===== src/rtl/multiplier_u16.sv =====
// 16x16 unsigned multiplier returning the low 16 product bits (a * b mod 2^16).
// Stage 1: radix-4 Booth partial products and carry-save tree; stage 2: prefix adder.
module multiplier_u16 (
  input  logic        clk,
  input  logic        rst_n,
  input  logic        in_valid,
  input  logic [15:0] a,
  input  logic [15:0] b,
  output logic        out_valid,
  output logic [15:0] answer
);

  localparam int unsigned Width    = 16;
  localparam int unsigned NumPp    = 9;
  localparam int unsigned KsLevels = 4;

  typedef logic [Width-1:0] word_t;

  // Word-wide 3:2 compressor; carry vector comes back already weighted (shifted left).
  function automatic void csa3(input word_t x, input word_t y, input word_t z,
                               output word_t s, output word_t c);
    s = x ^ y ^ z;
    c = ((x & y) | (x & z) | (y & z)) << 1;
  endfunction

  // Word-wide 4:2 compressor built from two full-adder rows with a lateral carry.
  function automatic void comp42(input word_t w, input word_t x, input word_t y,
                                 input word_t z, output word_t s, output word_t c);
    word_t mid;
    word_t cout;
    word_t cin;
    mid  = w ^ x ^ y;
    cout = (w & x) | (w & y) | (x & y);
    cin  = cout << 1;
    s    = mid ^ z ^ cin;
    c    = ((mid & z) | (mid & cin) | (z & cin)) << 1;
  endfunction

  ///////////////////////
  // Booth recoding    //
  ///////////////////////

  logic [18:0]      b_ext;
  logic [NumPp-1:0] dig_one;
  logic [NumPp-1:0] dig_two;
  logic [NumPp-1:0] dig_neg;

  always_comb begin
    // b zero-extended to 18 bits with the implicit b[-1] = 0 appended below bit 0.
    b_ext = {2'b00, b, 1'b0};
    for (int unsigned i = 0; i < NumPp; i++) begin
      dig_one[i] = b_ext[2*i] ^ b_ext[2*i+1];
      dig_two[i] = (b_ext[2*i+2] & ~b_ext[2*i+1] & ~b_ext[2*i]) |
                   (~b_ext[2*i+2] & b_ext[2*i+1] & b_ext[2*i]);
      // Digit 111 is -0 and is treated as a plain zero.
      dig_neg[i] = b_ext[2*i+2] & ~(b_ext[2*i+1] & b_ext[2*i]);
    end
  end

  ///////////////////////
  // Partial products  //
  ///////////////////////

  word_t pp [NumPp];
  word_t pp_mag;
  word_t neg_bits;

  always_comb begin
    pp_mag   = '0;
    neg_bits = '0;
    for (int unsigned i = 0; i < NumPp; i++) begin
      pp_mag = dig_two[i] ? {a[14:0], 1'b0} : (dig_one[i] ? a : '0);
      // Negation is ~x + 1; the +1 is collected in neg_bits at the digit's weight.
      pp[i]  = (dig_neg[i] ? ~pp_mag : pp_mag) << (2*i);
    end
    // The top digit is never negative, and its weight lies beyond bit 15 anyway.
    for (int unsigned i = 0; i < NumPp - 1; i++) begin
      neg_bits[2*i] = dig_neg[i];
    end
  end

  ///////////////////////
  // Compression tree  //
  ///////////////////////

  word_t l1_s [3];
  word_t l1_c [3];
  word_t l2_s [2];
  word_t l2_c [2];
  word_t l3_s;
  word_t l3_c;
  word_t tree_sum;
  word_t tree_carry;

  always_comb begin
    // 10 operands (9 partial products + negation bits) -> 7 -> 5 -> 4 -> 2.
    csa3(pp[0], pp[1], pp[2], l1_s[0], l1_c[0]);
    csa3(pp[3], pp[4], pp[5], l1_s[1], l1_c[1]);
    csa3(pp[6], pp[7], pp[8], l1_s[2], l1_c[2]);
    csa3(l1_s[0], l1_c[0], l1_s[1], l2_s[0], l2_c[0]);
    csa3(l1_c[1], l1_s[2], l1_c[2], l2_s[1], l2_c[1]);
    csa3(l2_s[0], l2_c[0], l2_s[1], l3_s, l3_c);
    comp42(l3_s, l3_c, l2_c[1], neg_bits, tree_sum, tree_carry);
  end

  ///////////////////////
  // Stage 1 registers //
  ///////////////////////

  word_t sum_q;
  word_t carry_q;
  logic  s1_valid_q;

  always_ff @(posedge clk or negedge rst_n) begin
    if (!rst_n) begin
      sum_q      <= '0;
      carry_q    <= '0;
      s1_valid_q <= 1'b0;
    end else begin
      s1_valid_q <= in_valid;
      if (in_valid) begin
        sum_q   <= tree_sum;
        carry_q <= tree_carry;
      end
    end
  end

  ///////////////////////
  // Kogge-Stone adder //
  ///////////////////////

  word_t ks_g [KsLevels+1];
  word_t ks_p [KsLevels];
  word_t answer_d;

  always_comb begin
    ks_g[0] = sum_q & carry_q;
    ks_p[0] = sum_q ^ carry_q;
    // Group propagates are only needed up to the second-to-last level.
    for (int unsigned l = 0; l < KsLevels - 1; l++) begin
      ks_p[l+1] = ks_p[l] & (ks_p[l] << (1 << l));
    end
    for (int unsigned l = 0; l < KsLevels; l++) begin
      ks_g[l+1] = ks_g[l] | (ks_p[l] & (ks_g[l] << (1 << l)));
    end
    // Carry into bit i is the prefix generate of bits i-1..0; carry out of bit 15 is dropped.
    answer_d = ks_p[0] ^ (ks_g[KsLevels] << 1);
  end

  ///////////////////////
  // Stage 2 registers //
  ///////////////////////

  word_t answer_q;
  logic  out_valid_q;

  always_ff @(posedge clk or negedge rst_n) begin
    if (!rst_n) begin
      answer_q    <= '0;
      out_valid_q <= 1'b0;
    end else begin
      out_valid_q <= s1_valid_q;
      if (s1_valid_q) begin
        answer_q <= answer_d;
      end
    end
  end

  assign answer    = answer_q;
  assign out_valid = out_valid_q;

endmodule


===== config.mk =====
export PLATFORM = sky130hd
export DESIGN_NAME = multiplier_u16
export DESIGN_NICKNAME = d
export VERILOG_FILES = /design/src/rtl/multiplier_u16.sv
export SDC_FILE = /design/constraint.sdc
export NUM_CORES = 1
export LEC_CHECK = 0
export BUFFER_PORTS_ARGS = -buffer_cell sky130_fd_sc_hd__buf_2
export CAP_MARGIN = 40
export CORE_ASPECT_RATIO = 1.2
export CORE_MARGIN = 2
export CORE_UTILIZATION = 55
export CTS_CLUSTER_DIAMETER = 80
export DETAILED_ROUTE_END_ITERATION = 8
export PLACE_DENSITY = 0.78
export SLEW_MARGIN = 20
export SYNTH_ARGS = -nofsm -noshare
export SYNTH_HDL_FRONTEND = slang
export SYNTH_SLANG_ARGS = --single-unit

===== constraint.sdc =====
create_clock -name clk -period 2.42 [get_ports clk]
set_clock_uncertainty 0.2 [all_clocks]
set_input_delay 0 -clock clk [delete_from_list [all_inputs] [get_ports clk]]
set_output_delay 0 -clock clk [all_outputs]
set_load 0.1 [all_outputs]

==> results of run 1 <==
-- kinds of logic after synthesis --
kind of cell	share of synthesized area (%)
xor gates and xnor gates	15.3
buffers and inverters	7.06
AOI/OAI and AO/OA	12.1
DFF	20.8
adders and majority gates	25.0
and+or+nand+nor	11.7
muxes	8.17
-- power breakdown --
group          internal [µW]  total [µW]  switching (µW)  leakage (µW)
clock                    415         708             293     0.0000745
sequential              1120        1330             206      0.000554
combinational           3220        7040            3820       0.00276
-- worst min path at each step --
stage,startpoint,to,cells past startpoint
after global routing,rst_n,answer[13],3
after CTS,rst_n,carry_q[3],3
after floorplan,rst_n,answer[0],0
final,rst_n,carry_q[3],3
after detailed placement,rst_n,answer[14],1
after global placement,rst_n,answer[14],1
-- placed cells by master, fill, tap and decap left out, types with 12 or more instances in the layout --
cell,count
a21oi_1,41
xnor2_1,55
a21oi_2,21
buf_4,69
and3_4,14
inv_1,45
and3_1,20
ha_1,26
mux2_2,29
fa_1,26
nand3_1,12
dfrtp_1,46
xor2_1,25
nor2_1,13
ha_4,23
buf_2,43
inv_2,15
fa_2,12
buf_6,15
-- worst register-to-register path, stage by stage (launching register included) --
cell,delay (ps)
dfrtp_1,400
ha_1,340
a31oi_4,220
o21bai_2,120
a31oi_2,240
buf_4,160
o21bai_1,60
a21oi_1,180
xnor2_1,80
mux2_2,260
-- cell type report --
type / instances / area, µm² / share of cell area [%]
clock inverter: 1 / 8.76 / 0.117
clock buffer: 7 / 143 / 1.91
inverter: 60 / 225 / 3.02
multi-input combinational: 450 / 4770 / 64.0
sequential: 46 / 1150 / 15.4
tap: 126 / 158 / 2.11
timing repair buffer: 134 / 1000 / 13.4
-- through the flow --
step / TNS [ps] / cells / cell area (µm²)
floorplan: -22370 / 593 / 5830
global placement: -30700 / 810 / 6590
detailed placement: -32200 / 811 / 6610
CTS: -22230 / 822 / 7170
global route: -24470 / 824 / 7460
finish: -22460 / 824 / 7460
-- sequential cells by signal (all words and copies together), names as in the netlist --
signal	cells
sum_q	16
s1_valid_q	1
out_valid	1
carry_q	12
answer	16
-- timing repair --
item                                    4_1_cts  5_1_grt
hold endpoints to repair                     46        0
hold buffers                                  2        0
pin swaps                                    42       21
endpoints found under the setup margin       23       27
resized for setup                            79       49
buffers inserted                              2        3
-- routing by layer --
metal	track usage [%]	vias to the layer above	routed length (µm)
met2	53.2	122	8440
li1	-	2203	-
met1	30.0	2308	5760
met3	3.17	35	450
met5	0	-	0
met4	11.5	0	575
==> results summary, run 1 <==
The part of the Yosys area used for sequential elements came out at between 20% and 30%. The routed length per instance is around 18 µm. The fraction of synthesized cell area taken by the top area cell type is about a fifth. The number of buffers and inverters on the critical path came out at 2.

After detailed routing, the number of vias per cell comes to around 5.7. At the later pin of the worst-skew pair, clock insertion delay measures a little under 300 ps. The type of the worst min-delay path is input port to asynchronous set/reset pin. In this run the number of cells on the critical path is 16. In this run the worst setup path begins at b[6]. Setup repair after global routing could not meet its margin everywhere. The setup slack after layout came out at -1460 ps.

The run finished, with violations left. The kind of cell with the highest combined delay along the critical path is adder cells. Counting stages on the worst path, the most repeated cell is xnor2_1. Before antenna repair, the detailed router went through 4 iterations. The largest net degree at the start of global routing is 33. The total clock buffers created by CTS came out at 5. Setup violations remaining at the end of the flow were counted as 22. The leading register cell type out of synthesis is dfrtp_1.

The commonest cells after synthesis are a21oi_1 (69), xnor2_1 (66), inv_1 (60). The worst endpoint data arrival time came out at around 3900 ps. The final routed DRC violation total came out at 0.

The average size of a mapped cell is 9.35 µm². The H-tree depth is 2. The core footprint is around 9900 µm². The clock edge transition at the registers on the reported setup and hold paths came out at around 70 ps.

The count of input and output buffers is 51. The number of antenna violations at the first check in global routing came out at 0. The worst-case setup slack after placement came out at -1870 ps. The total of max-cap violations came out at 0. The post-layout utilization of the core is approximately 75%. The number of filler cells placed in the layout is around 660. The number of global-route vias before repair came to about 5,000. The worst-case reg-to-reg path depth came out at 9. The starting utilization of the core area is between 50% and 60%. In this run the remaining antenna-violating nets after routing total 0. The count of distinct cell types in the synthesized netlist came out at between 40 and 50. The slowest stage of the critical path belongs to the cell fa_1. The vertical die dimension came out at ~110 µm. The capturing point of the worst reg2reg path is answer[10]. The power per cell area is between 1000 and 1500 nW/µm². The floorplan has 40 rows. The area of the die came out at around 11,000 µm².

The final net count came out at 820. The remaining max-slew budget at the tightest pin is 46.4%. The mapped netlist covers between 5000 and 6000 µm². The wire length of the first global-routing pass is between 20 and 25 mm. The fraction of synthesis flops using an asynchronous set or reset pin is 100%.

The root buffer cell chosen for the clock tree is clkbuf_16. During synthesis, Yosys emitted a total of 0 warnings. Global routing consumed, over all layers together, ~28% of the routing resources.

Derived from the worst setup path, the maximum achievable clock frequency is between 200 and 300 MHz. 52 I/O pins were placed. The HPWL after detailed placement came out at around 11 mm.

The width of the die is 95.7 µm. The data required time of the worst path came out at 2430 ps. The critical path goes through buf_8 > nand2b_4 > o22ai_1 > a21oi_1 > xnor2_1 > fa_1 > fa_2 > fa_1 > inv_1 > fa_2 > xnor2_2 > xnor2_1 > xnor2_1 > xnor2_1 > xnor3_1 > a21oi_2. The total of flip-flops plus latches after synthesis came out at between 40 and 50. The worst path in the final design needs a cycle of just under 4000 ps, including I/O delays and setup. The worst setup path is launched from an input port. Among all cell types in the netlist, the one instantiated most often is a21oi_1. In the final layout, the share of cells above drive strength 1 is 42.3%.

The checks that failed: setup timing. Relative to the synthesized area, the layout overhead comes to 34.5%. The element type at the critical path end is a flop.

The overall via count from detail_route is 4,668. The clock passes through at most 2 buffers. The critical path is of the input port to flop type.

The hold slack came out at between 7 and 8 ps. The number of nets in the synthesized netlist is 716. The final global-route overflow total came out at 0. The slew at the pin closest to its max-slew limit came out at a little over 800 ps. TritonCTS built the clock tree. The synthesized design spends more area on one cell type than any other, namely dfrtp_1.

The repair_antennas step left the layout with diodes totalling 0. VDD sags by at most 0.582 mV. The final weighted congestion of routability-driven global placement came out at slightly above 0.9. Synthesis produced 593 cells. The number of synthesized flops with an enable pin came out at 0. The most critical setup path has its endpoint at sum_q[15]. The max-slew violation count is 0. The ratio of final minimum period to clock period is 160%. The startpoint identified for the worst register-to-register timing path is carry_q[3]. Summing internal, switching and leakage power gives roughly 9100 µW.

The hold violation total from the final report is 0. The analysis attributes to cell leakage a power of about 0.0034 µW. The largest fanout on the critical path came out at 3. The largest stage delay on the critical path came out at 510 ps. After the first detailed-routing iteration, the DRC count stood at around 210. The clock sink total is 46. Setup slack on the worst reg-to-reg path comes out at approximately 60 ps. The routed design has 15.2 mm of wire. By area the synthesized netlist is led by dfrtp_1 (21%), fa_1 (14%), ha_1 (11%).
No activity file was read; power rests on OpenSTA's default activity.
==> run 2: changes to the inputs <==
Settings changed: BUFFER_PORTS_ARGS -buffer_cell sky130_fd_sc_hd__buf_2 to -buffer_cell sky130_fd_sc_hd__buf_4.
==> run 2 against run 1 <==
The flow still finishes with violations (setup timing). Worst hold slack better by 48 ps. Global-route usage down 0.61 points. First-iteration DRC count is 10% higher. Design area increased by 2.5%. Cell count rose by 1.5%. Register-to-register slack about the same. Sequential power hardly changed. Die area stayed put. Critical path type unchanged. Critical endpoint unchanged. Largest power group unchanged.
==> results summary, run 2 (synthesis results as in run 1) <==
The data required time of the worst path is approximately 2400 ps. The final antenna-violating net count is 0. Setup repair after global routing could not meet its margin everywhere. Setup violations remaining at the end of the flow were counted as 22. The internal reg-to-reg setup slack came out at 60 ps. The layout-stage area growth over the synthesis result came out at 37.9%.

Clock tree synthesis selected as its root buffer the cell clkbuf_16. The run finished, with violations left. The count of routing violations after the opening detailed-route iteration came out at 226. The switching power share of the total is 46.4%. The initialized floorplan defines 40 standard-cell rows.

Together, buffers and inverters on the worst path number 4. The worst setup path is of the input port to flop kind. In this run the top signal layer used is met4. In the post-route analysis, the smallest setup slack over all paths is -1440 ps. The detailed router placed ~4,800 vias in this run. The hold violation total from the final report was 0. Of the total power, registers draw 14.1%. For this run, the total global-route usage over all layers was measured as ~27%. The number of global-route vias before repair came out at between 4,000 and 5,000. The launch point of the worst reg-to-reg path is sum_q[5].

The number of filler cells placed in the layout is ~630. The maximum vdd drop came out at 0.570 mV. The leading cell type in the layout, fill and taps excluded is buf_4. The clock latency on the worst-skew pair is between 200 and 300 ps. Once the floorplan was initialized, standard cells occupied 55.9% of the core. The post-layout utilization of the core is about 77%. The worst endpoint data arrival time came out at about 3900 ps. The largest stage delay on the critical path came out at 520 ps. The die covers between 10,000 and 15,000 µm². The first detailed-routing pass took 4 iterations. The total of max-cap violations is 0. The critical path startpoint is b[3]. No sink is reached through more buffers than the 2 on the longest clock path. The power per cell area is about 1200 nW/µm². The capturing point of the worst reg2reg path is answer[12]. TritonCTS built the clock tree. The width of the die came out at 95.7 µm.

The total clock buffers created by CTS is 5. The clock edge transition at the registers on the reported setup and hold paths is about 60 ps. The cell class contributing the biggest share of worst-path delay is adder cells.

The final routed DRC violation total came out at 0. The cell area after placement came out at 6760 µm². Global routing finished with a remaining overflow of 0. In the layout the commonest cells are buf_4 (132), xnor2_1 (59), dfrtp_1 (46). The signal on the critical path passes through buf_12 > nand3b_1 > o21a_1 > and3_4 > a21oi_4 > xnor2_2 > fa_1 > inv_2 > fa_1 > inv_1 > fa_1 > inv_2 > fa_2 > xnor2_2 > xnor2_1 > xnor2_1 > xnor2_1 > xnor3_1 > a21oi_1.

The worst hold path belongs to the class input port to asynchronous set/reset pin. The switching power of the nets came out at 4430 µW. The smallest clock period supported by the final layout is computed as between 3000 and 4000 ps.

The total detailed-routing wirelength is 15.2 mm. In this run the count of I/O pins placed on the die edge is 52. In the finished design, the share of the clock period the worst path needs comes to 159%. In the routed layout, each cell is associated on average with a via count of roughly 5.7. The largest fanout on the critical path is 6. The final reports fail on setup timing. The proportion of power drawn by the clock network is a little over 8%.

The setup TNS after final layout is -25,070 ps. The final weighted congestion of routability-driven global placement came out at 0.921. The core footprint came out at around 10000 µm². The H-tree depth is 2. The number of antenna violations at the first check in global routing came out at 0.

The max-slew violation count is 0. The largest individual stage delay along the critical path comes from the cell fa_1. The storage element area came out at around 1200 µm². The worst register-to-register path has a depth of 8. The filler-free cell count of the finished design is 836.

The total area of multi-input combinational cells is approximately 4800 µm². The count of input and output buffers is just over 50. The highest achievable clock rate is 259 MHz. The worst setup path is captured at a flop. The proportion of power drawn by combinational gates is just under 80%. The clock sink total is 46. Dividing the detail-routed wire length by the instance count gives 18.2 µm. The total met2 wirelength after detailed routing came out at about 8.4 mm. The number of placed cells counting well taps is a little over 800. The total power is roughly 9500 µW. The amount of wire on met3 after detailed routing is 426 µm.

Measured along the y axis, the die boundary spans 114 µm. The total routed wire length on the met1 layer is 5.78 mm. The largest net degree at the start of global routing came out at 47.

The wire length of the first global-routing pass came out at approximately 23 mm. The launching element type of the critical path is an input port. The number of inserted diodes is 0. For the pin with the worst max-slew slack, the measured transition is between 500 and 600 ps. The HPWL after detailed placement came out at roughly 11 mm. The cell leakage power is 0.00347 µW.

The remaining max-slew budget at the tightest pin is roughly 61%. In the final layout, the share of cells above drive strength 1 is between 40 and 50%. After routing the design area is approximately 7600 µm². At the end of the flow, the number of nets in the layout was between 800 and 900. The internal portion of total power came out at just over 5000 µW.
-- run 2: layout make-up --
type	instances	area share [%]
inverter	60	2.95
multi-input combinational	450	62.6
tap	126	2.06
timing repair buffer	146	15.2
sequential	46	15.1
clock inverter	2	0.491
clock buffer	6	1.69
-- run 2: power groups by stage --
stage / clock, µW / combinational [µW] / sequential (µW)
after floorplan: 0 / 3970 / 2210
after global placement: 0 / 5960 / 1310
after detailed placement: 0 / 6290 / 1330
after CTS: 784 / 6800 / 1320
after global routing: 820 / 8020 / 1380
final: 780 / 7420 / 1350
-- run 2: what timing repair did --
| item | CTS | global route |
|---|---|---|
| resized for setup | 67 | 62 |
| endpoints found under the setup margin | 25 | 29 |
| pin swaps | 51 | 25 |
| hold buffers | 2 | 0 |
| hold endpoints to repair | 51 | 0 |
| setup buffers | 4 | 7 |
-- run 2: routing by layer --
layer,vias up,GRT usage (%)
met5,-,0
met4,0,13.0
met3,40,2.64
met2,136,50.4
met1,2353,30.3
li1,2230,-
-- run 2: worst max path at each step --
| stage | endpoint | slack (ps) | cells past startpoint |
|---|---|---|---|
| floorplan | sum_q[15] | -1620 | 20 |
| global placement | sum_q[15] | -1730 | 19 |
| detailed placement | sum_q[15] | -1820 | 17 |
| CTS | sum_q[15] | -1410 | 19 |
| global route | sum_q[15] | -1580 | 17 |
| finish | sum_q[15] | -1440 | 19 |
-- run 2: per-stage QoR --
stage / hold slack, ps / setup slack, ps
2_1_floorplan: -496 / -1620
3_3_place_gp: -172 / -1730
3_5_place_dp: -161 / -1820
4_1_cts: 73.5 / -1410
5_1_grt: 140 / -1580
6_report: 55.9 / -1440
-- run 2: worst register-to-register path: stages, from the launching register on --
cell	delay (ps)
dfrtp_1	410
ha_1	350
nand2_1	110
o21bai_2	210
a31oi_2	130
o21ai_0	300
a21oi_1	130
xnor2_1	130
mux2_2	260
==> run 3: changes to the inputs <==
--- a/config.mk
+++ b/config.mk
@@ -11,7 +11,7 @@
 export CORE_MARGIN = 2
 export CORE_UTILIZATION = 55
-export CTS_CLUSTER_DIAMETER = 80
+export CTS_CLUSTER_DIAMETER = 120
 export DETAILED_ROUTE_END_ITERATION = 8
-export PLACE_DENSITY = 0.78
+export PLACE_DENSITY = 0.75
 export SLEW_MARGIN = 20
 export SYNTH_ARGS = -nofsm -noshare
==> constraint.sdc (replaced) <==
create_clock -name clk -period 4 [get_ports clk]
set_clock_uncertainty 0.2 [all_clocks]
set_input_delay 0.6 -clock clk [delete_from_list [all_inputs] [get_ports clk]]
set_output_delay 0.6 -clock clk [all_outputs]
set_load 0.1 [all_outputs]
==> run 3 against run 2 <==
The flow still finishes with violations (setup timing). Worst hold slack better by 58 ps. Die area did not move. Non-clock buffer count shrank 12. Cell count shrank 1.4%. Global-route usage is 0.70 points lower. Total power decreased by 43%. Flip-flop and latch count is the same. Critical path depth unchanged. Sequential share of layout area increased by 0.74 points. Combinational power shrank 44%. Utilization is 3.6 points lower. Design area decreased by 4.7%. Critical path type unchanged. Largest cell class unchanged.
==> results summary, run 3 (synthesis results as in run 1) <==
The count of nets left with antenna violations once routing finished came out at 0. The total setup violations reported at the end of the flow came out at 16. The routed length per instance is 16.9 µm.

The internal portion of total power is between 2000 and 3000 µW. The maximum root-to-sink buffer count is 2. The leading cell type in the layout, fill and taps excluded is buf_4. The final net count is between 800 and 900. Entering global routing, the biggest net connects between 40 and 50 pins. After detailed routing, no signal wire sits above met4.

The clock edge transition at the registers on the reported setup and hold paths came out at 60 ps. The die is between 90 and 100 µm wide. The core footprint came out at 9910 µm². The area of the die is 10,900 µm². The ratio of final minimum period to clock period came out at 113%. The switching power share of the total came out at a little under half. In the final layout, the share of cells above drive strength 1 is between 30% and 40%. The tree is rooted in a clkbuf_16. Setup repair after global routing could not meet its margin everywhere. The maximum vdd drop is approximately 0.41 mV.

The total met2 wirelength after detailed routing came out at between 7 and 8 mm. The wire length of the first global-routing pass came out at 22.6 mm. The data required time of the worst path is 4020 ps. Combinational logic is responsible for 77.3% of the overall power. STA classifies the critical path startpoint as an input port.

The largest fanout on the critical path is 6. From bottom edge to top edge, the die measures 114 µm. In the final routing, the length of wire on met1 measures approximately 5.7 mm.

Leaving out filler cells and counting taps, the final layout contains ~820. The clock latency on the worst-skew pair came out at between 200 and 300 ps. The path class of the tightest hold or removal check is input port to asynchronous set/reset pin.

Global routing finished with a remaining overflow of 0. The cell leakage power is about 0.0034 µW. By startpoint and endpoint, the worst setup path is classified as input port to flop. The setup TNS after final layout is -3770 ps. The hold slack came out at about 110 ps.

The worst-case reg-to-reg path depth came out at 8. STA classifies the critical path endpoint as a flop. The vias per cell came out at approximately 5.6. The internal reg-to-reg setup slack came out at about 1400 ps. The clock tree from TritonCTS is done.

The largest individual stage delay along the critical path comes from the cell fa_1. The total clock buffers created by CTS is 5. The tool flagged a number of max-cap violations equal to 0. The remaining max-slew budget at the tightest pin came out at about 60%. The hold violation total from the final report came to 0. The first-pass iteration count of the detailed router is 6. The proportion of power drawn by the clock network came out at 7.9%.

For this run, design rule violations remaining after detail routing come to 0. The setup slack after layout came out at -527 ps. The total detailed-routing wirelength is between 10 and 15 mm. The amount of wire on met3 after detailed routing came out at between 300 and 400 µm. The number of placed I/O pins is 52. CTS saw 46 sinks. Subtracting the final worst setup slack from the clock period gives between 4000 and 5000 ps. The final reports fail on setup timing. The HPWL after detailed placement came out at about 11 mm. The max-slew violation count is 0. The number of antenna violations at the first check in global routing was 0. The overall via count from detail_route came out at 4,602. Derived from the worst setup path, the maximum achievable clock frequency is ~220 MHz. For this configuration, the core starts out at a cell density of 55.9%.

The number of placed instances, taps included, is roughly 800. The number of antenna diodes in the final layout is 0. The count of input and output buffers came out at 51. At the pin with the least slew margin, the transition time is approximately 600 ps. The total global routing track utilization is a little over a quarter. Traced cell by cell, the critical path runs through buf_12 > nand2b_4 > o22a_1 > and3_4 > a21oi_4 > xnor2_2 > fa_1 > inv_2 > fa_1 > inv_1 > fa_1 > inv_1 > fa_2 > xnor2_2 > xnor2_1 > xnor2_1 > xnor2_1 > xnor3_1 > a21oi_2. The run finished, with violations left. From synthesis to final layout, the design area changed by 31.5%. The number of rows in the core area is 40.

In the layout the commonest cells are buf_4 (121), xnor2_1 (60), dfrtp_1 (46). In this design, the stage delay of the slowest critical-path cell is ~540 ps. The power per cell area is 741 nW/µm². At the end of routability-driven placement, the weighted congestion stood at 0.947. The sequential group share of total power came out at about 15%. The H-tree depth is 2. The number of global-route vias before repair was about 4,800. The worst endpoint data arrival time came out at between 4000 and 5000 ps.

For this block, the initial DRC count from the detailed router was approximately 180. The switching power of the nets came out at 2540 µW.
[run 3: cell count changes in the layout (fill, tap and decap cells not counted), sizes merged]
cell	delta
buf	-10
dlygate4sd3	-2
bufinv	-1
clkinv	+1
[run 3: power groups by stage]
| stage | clock [µW] | sequential, µW | combinational, µW |
|---|---|---|---|
| 3_3_place_gp | 0 | 793 | 3580 |
| 5_1_grt | 453 | 823 | 4510 |
| 6_report | 426 | 799 | 4180 |
| 3_5_place_dp | 0 | 808 | 3800 |
| 2_1_floorplan | 0 | 1340 | 2370 |
| 4_1_cts | 433 | 801 | 4050 |
[run 3: what timing repair did]
action / in CTS / in global routing
hold buffers: 0 / 0
endpoints found under the setup margin: 19 / 19
resized for setup: 61 / 30
pin swaps: 51 / 19
buffers inserted: 6 / 0
[run 3: worst paths after layout]
kind                       startpoint         end
min in group clk            answer[9]   answer[9]
hold / removal                  rst_n   sum_q[13]
max in group asynchronous       rst_n   answer[1]
hold reg to reg             answer[9]   answer[9]
setup reg to reg             sum_q[3]  answer[12]
setup / recovery                 b[3]   sum_q[15]
[run 3: area by class of cell]
class,instances,area [µm²]
multi-input cells,450,4540
clock inverters,2,12.5
well taps,126,158
inverters,60,225
fillers,693,2620
clock buffers,6,139
repair buffers,134,1070
flip-flops and latches,46,1150
[run 3: metal layers]
metal	vias to the layer above	GRT usage, %
li1	2214	-
met1	2251	31.5
met2	102	47.4
met3	35	2.58
met4	0	11.8
met5	-	0
[run 3: worst max-delay path: cells and delay by family]
family                     cells  cell delay [ps]
adders and majority gates      4             1890
xor gates and xnor gates       6              990
AOI/OAI and AO/OA              3              490
and+or+nand+nor                2              300
buffers and inverters          4              250
[run 3: through the flow]
step	power (µW)	setup slack, ps	cell area (µm²)	util (%)
6_report	5400	-527	7290	73.5
3_5_place_dp	4610	-911	6680	67.4
5_1_grt	5780	-645	7290	73.5
4_1_cts	5280	-488	7120	71.8
2_1_floorplan	3710	-648	5770	-
3_3_place_gp	4370	-733	6680	67.4
